[src/rtl/icache_fill_arb_pkg.sv]
// Shared types, constants and nibble-order helpers for the icache fill / data port arbiter.
package icache_fill_pkg;

  typedef enum logic [2:0] {
    IDLE   = 3'd0,
    CMD    = 3'd1,
    XFER   = 3'd2,
    REPLAY = 3'd3,
    ACK    = 3'd4
  } state_t;

  typedef enum logic {
    REQ_IC = 1'b0,
    REQ_D  = 1'b1
  } req_t;

  localparam int FILL_NIBBLES = 8;
  localparam int LEN_BYTE     = 1;
  localparam int LEN_HALF     = 3;

  // Buffer nibble k sits at bits [4k+3:4k]; on the wire each byte goes high nibble first.
  function automatic logic [31:0] store_pack(input logic [15:0] wdata);
    return {16'h0000, wdata[11:8], wdata[15:12], wdata[3:0], wdata[7:4]};
  endfunction

  function automatic logic [15:0] load_assemble(input logic [15:0] word, input logic size);
    logic [7:0] byte0;
    logic [7:0] byte1;
    byte0 = {word[3:0], word[7:4]};
    byte1 = {word[11:8], word[15:12]};
    return size ? {byte1, byte0} : {8'h00, byte0};
  endfunction

endpackage

[src/rtl/icache_fill_arb_if.sv]
// Nibble-serial memory controller port: command, read nibble stream and write nibble stream.
interface icache_fill_arb_if #(
  parameter int PA = 22
) ();
  logic          mem_req;
  logic [PA-1:0] mem_addr;
  logic          mem_we;
  logic [2:0]    mem_len;
  logic          mem_gnt;
  logic          mem_rvalid;
  logic [3:0]    mem_rdata;
  logic          mem_wready;
  logic [3:0]    mem_wdata;
  logic          mem_done;

  modport master (
    output mem_req, mem_addr, mem_we, mem_len, mem_wdata,
    input  mem_gnt, mem_rvalid, mem_rdata, mem_wready, mem_done
  );

  modport slave (
    input  mem_req, mem_addr, mem_we, mem_len, mem_wdata,
    output mem_gnt, mem_rvalid, mem_rdata, mem_wready, mem_done
  );
endinterface

[src/rtl/icache_fill_arb_nibble_sreg.sv]
// 32-bit nibble buffer: whole-word load, single-nibble write by index, look-ahead read by index.
module nibble_sreg (
  input  logic        clk,
  input  logic        reset_n,
  input  logic        load_en,
  input  logic [31:0] load_word,
  input  logic        wr_en,
  input  logic [2:0]  wr_idx,
  input  logic [3:0]  wr_nib,
  input  logic [2:0]  rd_idx,
  output logic [3:0]  rd_nib,
  output logic [15:0] word_lo
);

  logic [31:0] word_r;
  logic [31:0] word_nx_s;

  // Reads see the value being written this cycle so a nibble arriving with mem_done is not lost.
  always_comb begin
    word_nx_s = word_r;
    if (load_en) begin
      word_nx_s = load_word;
    end else if (wr_en) begin
      word_nx_s[{wr_idx, 2'b00} +: 4] = wr_nib;
    end else begin
      word_nx_s = word_r;
    end
  end

  assign rd_nib  = word_nx_s[{rd_idx, 2'b00} +: 4];
  assign word_lo = word_nx_s[15:0];

  // Buffer register.
  always_ff @(posedge clk or negedge reset_n) begin
    if (!reset_n) begin
      word_r <= 32'h0000_0000;
    end else begin
      word_r <= word_nx_s;
    end
  end

endmodule

[src/rtl/icache_fill_arb.sv]
// Arbitrates one nibble-serial memory port between icache line fills and CPU loads/stores,
// and replays each collected fill line to the icache as 8 gapless nibble strobes.
module icache_fill_arb
  import icache_fill_pkg::*;
#(
  parameter int PA          = 22,
  parameter int LINE_LENGTH = 4,
  parameter int RV          = 16
) (
  input  logic          clk,
  input  logic          reset_n,
  input  logic          ic_pull,
  input  logic [PA-3:0] ic_tag,
  input  logic          flush_all,
  output logic [3:0]    ic_dread,
  output logic          ic_wstrobe_d,
  output logic          ic_busy,
  input  logic          d_req,
  input  logic [PA-1:0] d_addr,
  input  logic          d_we,
  input  logic          d_size,
  input  logic [RV-1:0] d_wdata,
  output logic          d_ack,
  output logic [RV-1:0] d_rdata,
  icache_fill_arb_if.master mem
);

  localparam logic [2:0] LEN_FILL = 3'(2 * LINE_LENGTH - 1);

  state_t        state_r, state_n;
  req_t          req_r, req_n, rr_last_r, rr_last_n, pick_s;
  logic          start_s, stale_s, in_range_s;
  logic [PA-1:0] addr_r, addr_n;
  logic [PA-3:0] tag_r, tag_n;
  logic [2:0]    len_r, len_n;
  logic          we_r, we_n, size_r, size_n, discard_r, discard_n;
  logic [3:0]    cnt_r, cnt_n;

  logic          load_en_s, wr_en_s;
  logic [31:0]   load_word_s;
  logic [3:0]    rd_nib_s;
  logic [15:0]   word_lo_s;

  logic [3:0]    ic_dread_r, ic_dread_n, mem_wdata_r, mem_wdata_n;
  logic          ic_wstrobe_r, ic_wstrobe_n, ic_busy_r, ic_busy_n;
  logic          d_ack_r, d_ack_n, mem_req_r, mem_req_n;
  logic [RV-1:0] d_rdata_r, d_rdata_n;

  nibble_sreg u_sreg (
    .clk       (clk),
    .reset_n   (reset_n),
    .load_en   (load_en_s),
    .load_word (load_word_s),
    .wr_en     (wr_en_s),
    .wr_idx    (cnt_r[2:0]),
    .wr_nib    (mem.mem_rdata),
    .rd_idx    (cnt_n[2:0]),
    .rd_nib    (rd_nib_s),
    .word_lo   (word_lo_s)
  );

  assign stale_s    = discard_r | flush_all | (ic_tag != tag_r);
  assign in_range_s = (cnt_r <= {1'b0, len_r});

  // Round-robin pick between the two requesters; only consulted in IDLE.
  always_comb begin
    start_s = 1'b1;
    pick_s  = REQ_IC;
    if (ic_pull && d_req) begin
      pick_s = (rr_last_r == REQ_IC) ? REQ_D : REQ_IC;
    end else if (ic_pull) begin
      pick_s = REQ_IC;
    end else if (d_req) begin
      pick_s = REQ_D;
    end else begin
      start_s = 1'b0;
    end
  end

  // Next state, latched command fields and next values of the registered outputs.
  always_comb begin
    state_n     = state_r;
    req_n       = req_r;
    rr_last_n   = rr_last_r;
    addr_n      = addr_r;
    tag_n       = tag_r;
    len_n       = len_r;
    we_n        = we_r;
    size_n      = size_r;
    discard_n   = discard_r;
    cnt_n       = cnt_r;
    load_en_s   = 1'b0;
    load_word_s = 32'h0000_0000;
    wr_en_s     = 1'b0;

    case (state_r)
      IDLE: begin
        if (start_s) begin
          state_n   = CMD;
          req_n     = pick_s;
          rr_last_n = pick_s;
          discard_n = 1'b0;
          cnt_n     = 4'd0;
          load_en_s = 1'b1;
          if (pick_s == REQ_IC) begin
            addr_n = {ic_tag, 2'b00};
            tag_n  = ic_tag;
            len_n  = LEN_FILL;
            we_n   = 1'b0;
            size_n = 1'b0;
          end else begin
            addr_n      = d_addr;
            len_n       = d_size ? 3'(LEN_HALF) : 3'(LEN_BYTE);
            we_n        = d_we;
            size_n      = d_size;
            load_word_s = d_we ? store_pack(d_wdata) : 32'h0000_0000;
          end
        end else begin
          state_n = IDLE;
        end
      end
      CMD: begin
        if (req_r == REQ_IC && flush_all) begin
          discard_n = 1'b1;
        end else begin
          discard_n = discard_r;
        end
        if (mem.mem_gnt) begin
          state_n = XFER;
          cnt_n   = 4'd0;
        end else begin
          state_n = CMD;
        end
      end
      XFER: begin
        if (req_r == REQ_IC && flush_all) begin
          discard_n = 1'b1;
        end else begin
          discard_n = discard_r;
        end
        if (we_r) begin
          if (mem.mem_wready && in_range_s) begin
            cnt_n = cnt_r + 4'd1;
          end else begin
            cnt_n = cnt_r;
          end
        end else begin
          if (mem.mem_rvalid && in_range_s) begin
            wr_en_s = 1'b1;
            cnt_n   = cnt_r + 4'd1;
          end else begin
            cnt_n = cnt_r;
          end
        end
        // A short transfer still completes: unwritten nibbles stay at their cleared value.
        if (mem.mem_done) begin
          if (req_r == REQ_D) begin
            state_n = ACK;
          end else if (stale_s) begin
            state_n = IDLE;
          end else begin
            state_n = REPLAY;
            cnt_n   = 4'd0;
          end
        end else begin
          state_n = XFER;
        end
      end
      REPLAY: begin
        if (cnt_r == 4'(FILL_NIBBLES - 1)) begin
          state_n = IDLE;
          cnt_n   = 4'd0;
        end else begin
          state_n = REPLAY;
          cnt_n   = cnt_r + 4'd1;
        end
      end
      ACK: begin
        state_n = IDLE;
      end
      default: begin
        state_n = IDLE;
      end
    endcase

    mem_req_n    = (state_n == CMD);
    ic_wstrobe_n = (state_n == REPLAY);
    ic_dread_n   = (state_n == REPLAY) ? rd_nib_s : 4'h0;
    ic_busy_n    = (req_n == REQ_IC) && (state_n inside {CMD, XFER, REPLAY});
    d_ack_n      = (state_n == ACK);
    d_rdata_n    = (state_n == ACK && !we_n) ? load_assemble(word_lo_s, size_n) : 16'h0000;
    mem_wdata_n  = (state_n == XFER && we_n) ? rd_nib_s : 4'h0;
  end

  // State, command and output registers.
  always_ff @(posedge clk or negedge reset_n) begin
    if (!reset_n) begin
      state_r      <= IDLE;
      req_r        <= REQ_IC;
      rr_last_r    <= REQ_D;
      addr_r       <= {PA{1'b0}};
      tag_r        <= {(PA-2){1'b0}};
      len_r        <= 3'd0;
      we_r         <= 1'b0;
      size_r       <= 1'b0;
      discard_r    <= 1'b0;
      cnt_r        <= 4'd0;
      mem_req_r    <= 1'b0;
      mem_wdata_r  <= 4'h0;
      ic_wstrobe_r <= 1'b0;
      ic_dread_r   <= 4'h0;
      ic_busy_r    <= 1'b0;
      d_ack_r      <= 1'b0;
      d_rdata_r    <= {RV{1'b0}};
    end else begin
      state_r      <= state_n;
      req_r        <= req_n;
      rr_last_r    <= rr_last_n;
      addr_r       <= addr_n;
      tag_r        <= tag_n;
      len_r        <= len_n;
      we_r         <= we_n;
      size_r       <= size_n;
      discard_r    <= discard_n;
      cnt_r        <= cnt_n;
      mem_req_r    <= mem_req_n;
      mem_wdata_r  <= mem_wdata_n;
      ic_wstrobe_r <= ic_wstrobe_n;
      ic_dread_r   <= ic_dread_n;
      ic_busy_r    <= ic_busy_n;
      d_ack_r      <= d_ack_n;
      d_rdata_r    <= d_rdata_n;
    end
  end

  assign mem.mem_req   = mem_req_r;
  assign mem.mem_addr  = addr_r;
  assign mem.mem_we    = we_r;
  assign mem.mem_len   = len_r;
  assign mem.mem_wdata = mem_wdata_r;
  assign ic_wstrobe_d  = ic_wstrobe_r;
  assign ic_dread      = ic_dread_r;
  assign ic_busy       = ic_busy_r;
  assign d_ack         = d_ack_r;
  assign d_rdata       = d_rdata_r;

endmodule
[src/flat_wrapper.sv]
// flat-port wrapper written by rule: the top's interface ports become plain ports
module icache_fill_arb_flat import icache_fill_pkg::*;
#(
  parameter int PA          = 22,
  parameter int LINE_LENGTH = 4,
  parameter int RV          = 16
)
  (clk, reset_n, ic_pull, ic_tag, flush_all, ic_dread, ic_wstrobe_d, ic_busy, d_req, d_addr, d_we, d_size, d_wdata, d_ack, d_rdata, mem_mem_req, mem_mem_addr, mem_mem_we, mem_mem_len, mem_mem_wdata, mem_mem_gnt, mem_mem_rvalid, mem_mem_rdata, mem_mem_wready, mem_mem_done);
  icache_fill_arb_if #(.PA(PA)) mem_i ();
  input  logic clk;
  input  logic reset_n;
  input  logic ic_pull;
  input  logic [PA-3:0] ic_tag;
  input  logic flush_all;
  output logic [3:0] ic_dread;
  output logic ic_wstrobe_d;
  output logic ic_busy;
  input  logic d_req;
  input  logic [PA-1:0] d_addr;
  input  logic d_we;
  input  logic d_size;
  input  logic [RV-1:0] d_wdata;
  output logic d_ack;
  output logic [RV-1:0] d_rdata;
  output wire logic [$bits(mem_i.mem_req)-1:0] mem_mem_req;
  output wire logic [$bits(mem_i.mem_addr)-1:0] mem_mem_addr;
  output wire logic [$bits(mem_i.mem_we)-1:0] mem_mem_we;
  output wire logic [$bits(mem_i.mem_len)-1:0] mem_mem_len;
  output wire logic [$bits(mem_i.mem_wdata)-1:0] mem_mem_wdata;
  input wire logic [$bits(mem_i.mem_gnt)-1:0] mem_mem_gnt;
  input wire logic [$bits(mem_i.mem_rvalid)-1:0] mem_mem_rvalid;
  input wire logic [$bits(mem_i.mem_rdata)-1:0] mem_mem_rdata;
  input wire logic [$bits(mem_i.mem_wready)-1:0] mem_mem_wready;
  input wire logic [$bits(mem_i.mem_done)-1:0] mem_mem_done;
  assign mem_mem_req = mem_i.mem_req;
  assign mem_mem_addr = mem_i.mem_addr;
  assign mem_mem_we = mem_i.mem_we;
  assign mem_mem_len = mem_i.mem_len;
  assign mem_mem_wdata = mem_i.mem_wdata;
  assign mem_i.mem_gnt = mem_mem_gnt;
  assign mem_i.mem_rvalid = mem_mem_rvalid;
  assign mem_i.mem_rdata = mem_mem_rdata;
  assign mem_i.mem_wready = mem_mem_wready;
  assign mem_i.mem_done = mem_mem_done;
  icache_fill_arb #(.PA(PA), .LINE_LENGTH(LINE_LENGTH), .RV(RV)) u_core (.clk(clk), .reset_n(reset_n), .ic_pull(ic_pull), .ic_tag(ic_tag), .flush_all(flush_all), .ic_dread(ic_dread), .ic_wstrobe_d(ic_wstrobe_d), .ic_busy(ic_busy), .d_req(d_req), .d_addr(d_addr), .d_we(d_we), .d_size(d_size), .d_wdata(d_wdata), .d_ack(d_ack), .d_rdata(d_rdata), .mem(mem_i));
endmodule
[config.mk]
export PLATFORM = sky130hd
export DESIGN_NAME = icache_fill_arb_flat
export DESIGN_NICKNAME = d
export VERILOG_FILES = /design/src/rtl/icache_fill_arb_pkg.sv /design/src/rtl/icache_fill_arb_if.sv /design/src/rtl/icache_fill_arb_nibble_sreg.sv /design/src/rtl/icache_fill_arb.sv /design/src/flat_wrapper.sv
export SDC_FILE = /design/constraint.sdc
export NUM_CORES = 1
export LEC_CHECK = 0
export ABC_AREA = 1
export BUFFER_PORTS_ARGS = -buffer_cell sky130_fd_sc_hd__buf_4
export CORE_ASPECT_RATIO = 1.5
export CORE_MARGIN = 8
export CORE_UTILIZATION = 56
export DETAILED_ROUTE_END_ITERATION = 10
export MAX_ROUTING_LAYER = met4
export PLACE_DENSITY = 0.8
export SETUP_SLACK_MARGIN = 0.4
export SLEW_MARGIN = 20
export SYNTH_ARGS = -nofsm -noshare
export SYNTH_HDL_FRONTEND = slang
export SYNTH_SLANG_ARGS = --single-unit
[constraint.sdc]
create_clock -name clk -period 3.1 [get_ports clk]
set_clock_uncertainty 0.2 [all_clocks]
set_input_delay 0.93 -clock clk [delete_from_list [all_inputs] [get_ports clk]]
set_output_delay 0.93 -clock clk [all_outputs]
set_load 0.05 [all_outputs]
==> summary.txt <==
Floorplan
  – Row cnt: 47
  – Total Die Area: 0.01506 sq mm
  – Starting Density: 57.37%
  – Die X: 102.9 um
  – IO Pins: roughly 130
  – Core Box Area: 0.01106 sq mm
  – Die H: between 100 and 150 um

Clocking
  – CTS tree: yes
  – Clock tree buffer depth: 2
  – Total clock sinks: 117
  – Number of H-tree levels: 4
  – Worst-skew pair later-pin latency: 0.42 ns
  – Root Driver: clkbuf_16
  – Total CTS buffers: 17
  – Clock slew seen by the registers of the worst setup and hold paths: 0.06 ns

Placed design
  – DP HPWL: 14,620 um
  – Pre-CTS WS: 0.09402 ns
  – Placed instance count: 1,103
  – Area post-placement: roughly 0.0075 sq mm
  – GP Congestion: 0.9358
  – IO Port Bufs: 126

Critical path
  – Worst path most repeated cell: nand2_1
  – Crit Path Max Fanout: 7
  – Critical Path AT: 2.83 ns
  – CP max-delay cell: dfrtp_1
  – Crit-path cells: inv_1 -> ha_2 -> ha_4 -> nand2_1 -> nor2_4 -> nand3_2 -> o21ai_1 -> nand2_1 -> o21ai_0 -> a21oi_2 -> nand2_1 -> nand3_2 -> nand3_1 -> nand2_2 -> nor2_1
  – WS Path Type: register to register
  – CP Capture Type: register
  – Critical Path RT: between 3 and 4 ns
  – Max stage delay on crit path: 0.42 ns
  – Setup slack, reg-to-reg: 0.41 ns
  – R2R cell count: 15
  – Crit start category: register

STA
  – Slew headroom: between 60% and 70%
  – RSZ-0062 raised after global routing: yes
  – Fin Setup TNS: 0 ns
  – Post-route clock period utilization: 86.81%
  – Final Worst Setup Slack: 0.4089 ns
  – Worst Tran Pin Value: 0.4657 ns
  – Fin Hold WS: 0.2625 ns
  – Hold violation count in the final report: 0
  – Post-layout min period: 2.691 ns
  – Final setup viols: 0
  – Max Slew Vio Count: 0
  – F_max: 371.6 MHz

Route
  – WL/cell: 17.56 um
  – DR iter-0 viols: between 300 and 400
  – Drc violations: 0
  – Drt total wl: around 20,000 um
  – Routed vias/inst: 5.384
  – Post-route ant nets: 0
  – Drt pass-1 iters: 6
  – Via count: 6,218

Synthesis
  – Flops & latches, synth: around 120
  – Mapped Nets: 909
  – Sequential area share after synthesis: 46.18%
  – Primary FF master, synth: dfrtp_1
  – Async set or reset register ratio after synthesis: 100.0%
  – Cell variety after synth: 52
  – EDFF count, synth: 0
  – Syn avg cell area: 7.669 sq um
  – Synth Cell Area: ~0.0063 sq mm
  – Mapped Cells: 827
  – Synthesis Warnings: 0

Global route
  – Vias in the first global route: ~6,200
  – Largest net degree at the start of global routing: 56
  – Grt ovf: 0
  – GRT Total Usage: 27.62%
  – First-pass GRT wire length: 30,930 um
  – Antenna violations before repair: 0

Status
  – Outcome: completed

Final layout
  – Area growth from synthesis to layout: 35.23%
  – Fillers: ~830
  – Layout Cells excl Fill: 1,155
  – Post-layout util: 77.58%
  – Antenna cell count: 0
  – Design Area, Final: approximately 0.0086 sq mm
  – Fin nets: 1,078
  – Share of post-route cells with drive strength above 1: 29.37%

Run
  – Max cap viols: 0

Power
  – P per Cell Area: between 900 and 1000 mW/mm^2
  – Leak pwr: 4.736 nW
  – VDD IR max: a little over 0.7 mV
  – Total power: approximately 8.4 mW

Worst hold path
  – Hold Path Class: input port to async pin
critical path, delay by kind of cell (launching register included):
family,cells,cell delay [ns]
compound gates,3,0.32
fa+ha+maj,2,0.54
buf+inv,1,0.12
flops,1,0.42
simple gates,9,1.01
final cells by class:
class                      instances  area (sq um)  area share, %
multi-input combinational        558          3048          35.54
timing repair buffer             170          1314          15.32
inverter                         132         510.5          5.952
tap                              147         183.9          2.144
clock inverter                    11         123.9          1.444
sequential                       117          2930          34.16
clock buffer                      20         466.7          5.441
per-layer routing:
layer | vias to the layer above | share of wire, % | track usage, %
met5 | - | 0 | -
met4 | 0 | 6.4 | 17.45
met3 | 91 | 5.2 | 5.283
met2 | 259 | 54 | 46.92
met1 | 2932 | 34 | 28.03
li1 | 2936 | - | -
Yosys cell counts (all sizes together) (2+ instances only):
cell type | number | share of area (%)
ha | 9 | 1.8
xor2 | 2 | 0.28
o211ai | 5 | 0.67
dfrtp | 116 | 46
nand3 | 85 | 7.3
nand2 | 263 | 16
or2 | 8 | 0.79
nand4 | 23 | 2.5
inv | 131 | 8.0
a31oi | 4 | 0.69
a22o | 2 | 0.28
o21a | 2 | 0.24
buf | 14 | 1.4
nand3b | 2 | 0.49
nor2 | 83 | 6.1
o21ai | 31 | 2.5
a22oi | 2 | 0.24
clkbuf | 7 | 0.41
xnor2 | 4 | 0.55
a21oi | 20 | 1.9
nor3 | 8 | 0.71
path summary, 6_finish.rpt:
| path | from | endpoint |
|---|---|---|
| setup / recovery | u_core.cnt_r[1]$_DFF_PN0_ | u_core.mem.mem_wdata[2]$_DFF_PN0_ |
| hold / removal | reset_n | u_core.u_sreg.word_r[18]$_DFF_PN0_ |
| setup reg to reg | u_core.cnt_r[1]$_DFF_PN0_ | u_core.mem.mem_wdata[2]$_DFF_PN0_ |
| hold reg to reg | u_core.rr_last_r$_DFFE_PN1P_ | u_core.rr_last_r$_DFFE_PN1P_ |
| max in group asynchronous | reset_n | u_core.u_sreg.word_r[0]$_DFF_PN0_ |
| min in group clk | u_core.rr_last_r$_DFFE_PN1P_ | u_core.rr_last_r$_DFFE_PN1P_ |
layout by cell type, fill, tap and decap left out, drive strengths merged:
| master | netlist | final |
|---|---|---|
| a31o | 1 | 1 |
| o211ai | 5 | 5 |
| xnor2 | 4 | 4 |
| xor2 | 2 | 2 |
| a31oi | 4 | 4 |
| a211oi | 1 | 1 |
| nand3b | 2 | 2 |
| o21ai | 31 | 31 |
| buf | 14 | 170 |
| a22oi | 2 | 2 |
| nor2 | 83 | 83 |
| a22o | 2 | 2 |
| dfrtp | 116 | 116 |
| nor3 | 8 | 8 |
| clkinv | 1 | 4 |
| o21a | 2 | 2 |
| nand4 | 23 | 23 |
| inv | 131 | 134 |
| a21oi | 20 | 20 |
| nand2 | 263 | 263 |
| dfstp | 1 | 1 |
| nand3 | 85 | 86 |
| ha | 9 | 9 |
| clkbuf | 7 | 20 |
| a311o | 1 | 1 |
| bufinv | 0 | 2 |
| clkinvlp | 0 | 3 |
| or2 | 8 | 8 |
| o31ai | 1 | 1 |
cells by family after synthesis:
family	share of synthesized area, %
xor gates and xnor gates	0.8286
AOI/OAI and AO/OA	7.083
and+or+nand+nor	34.31
DFF	46.18
adders and majority gates	1.776
buffers and inverters	9.824
power by group:
| part | total (mW) | internal [mW] | switching, mW |
|---|---|---|---|
| logic | 4.16 | 1.37 | 2.79 |
| registers | 2.30 | 2.00 | 0.295 |
| clock network | 1.97 | 1.24 | 0.726 |
flip-flops by register name, summed over array words and instances, names as in the netlist:
name / cells
u_core.mem.mem_we: 1
u_core.state_r: 3
u_core.ic_dread: 4
u_core.mem.mem_wdata: 4
u_core.d_rdata: 16
u_core.tag_r: 20
u_core.d_ack: 1
u_core.u_sreg.word_r: 32
u_core.req_r: 1
u_core.cnt_r: 4
u_core.mem.mem_req: 1
u_core.rr_last_r: 1
u_core.mem.mem_len: 3
u_core.mem.mem_addr: 22
u_core.ic_busy: 1
u_core.ic_wstrobe_d: 1
u_core.size_r: 1
u_core.discard_r: 1
timing repair:
action | 4_1_cts | 5_1_grt
pin swaps | 1 | 18
resized for setup | 10 | 48
buffers inserted | 1 | 19
endpoints found under the setup margin | 8 | 8
hold endpoints to repair | 0 | 0
gates cloned | 0 | 1
hold buffers | 0 | 0
(Power assumes the default switching activity.)
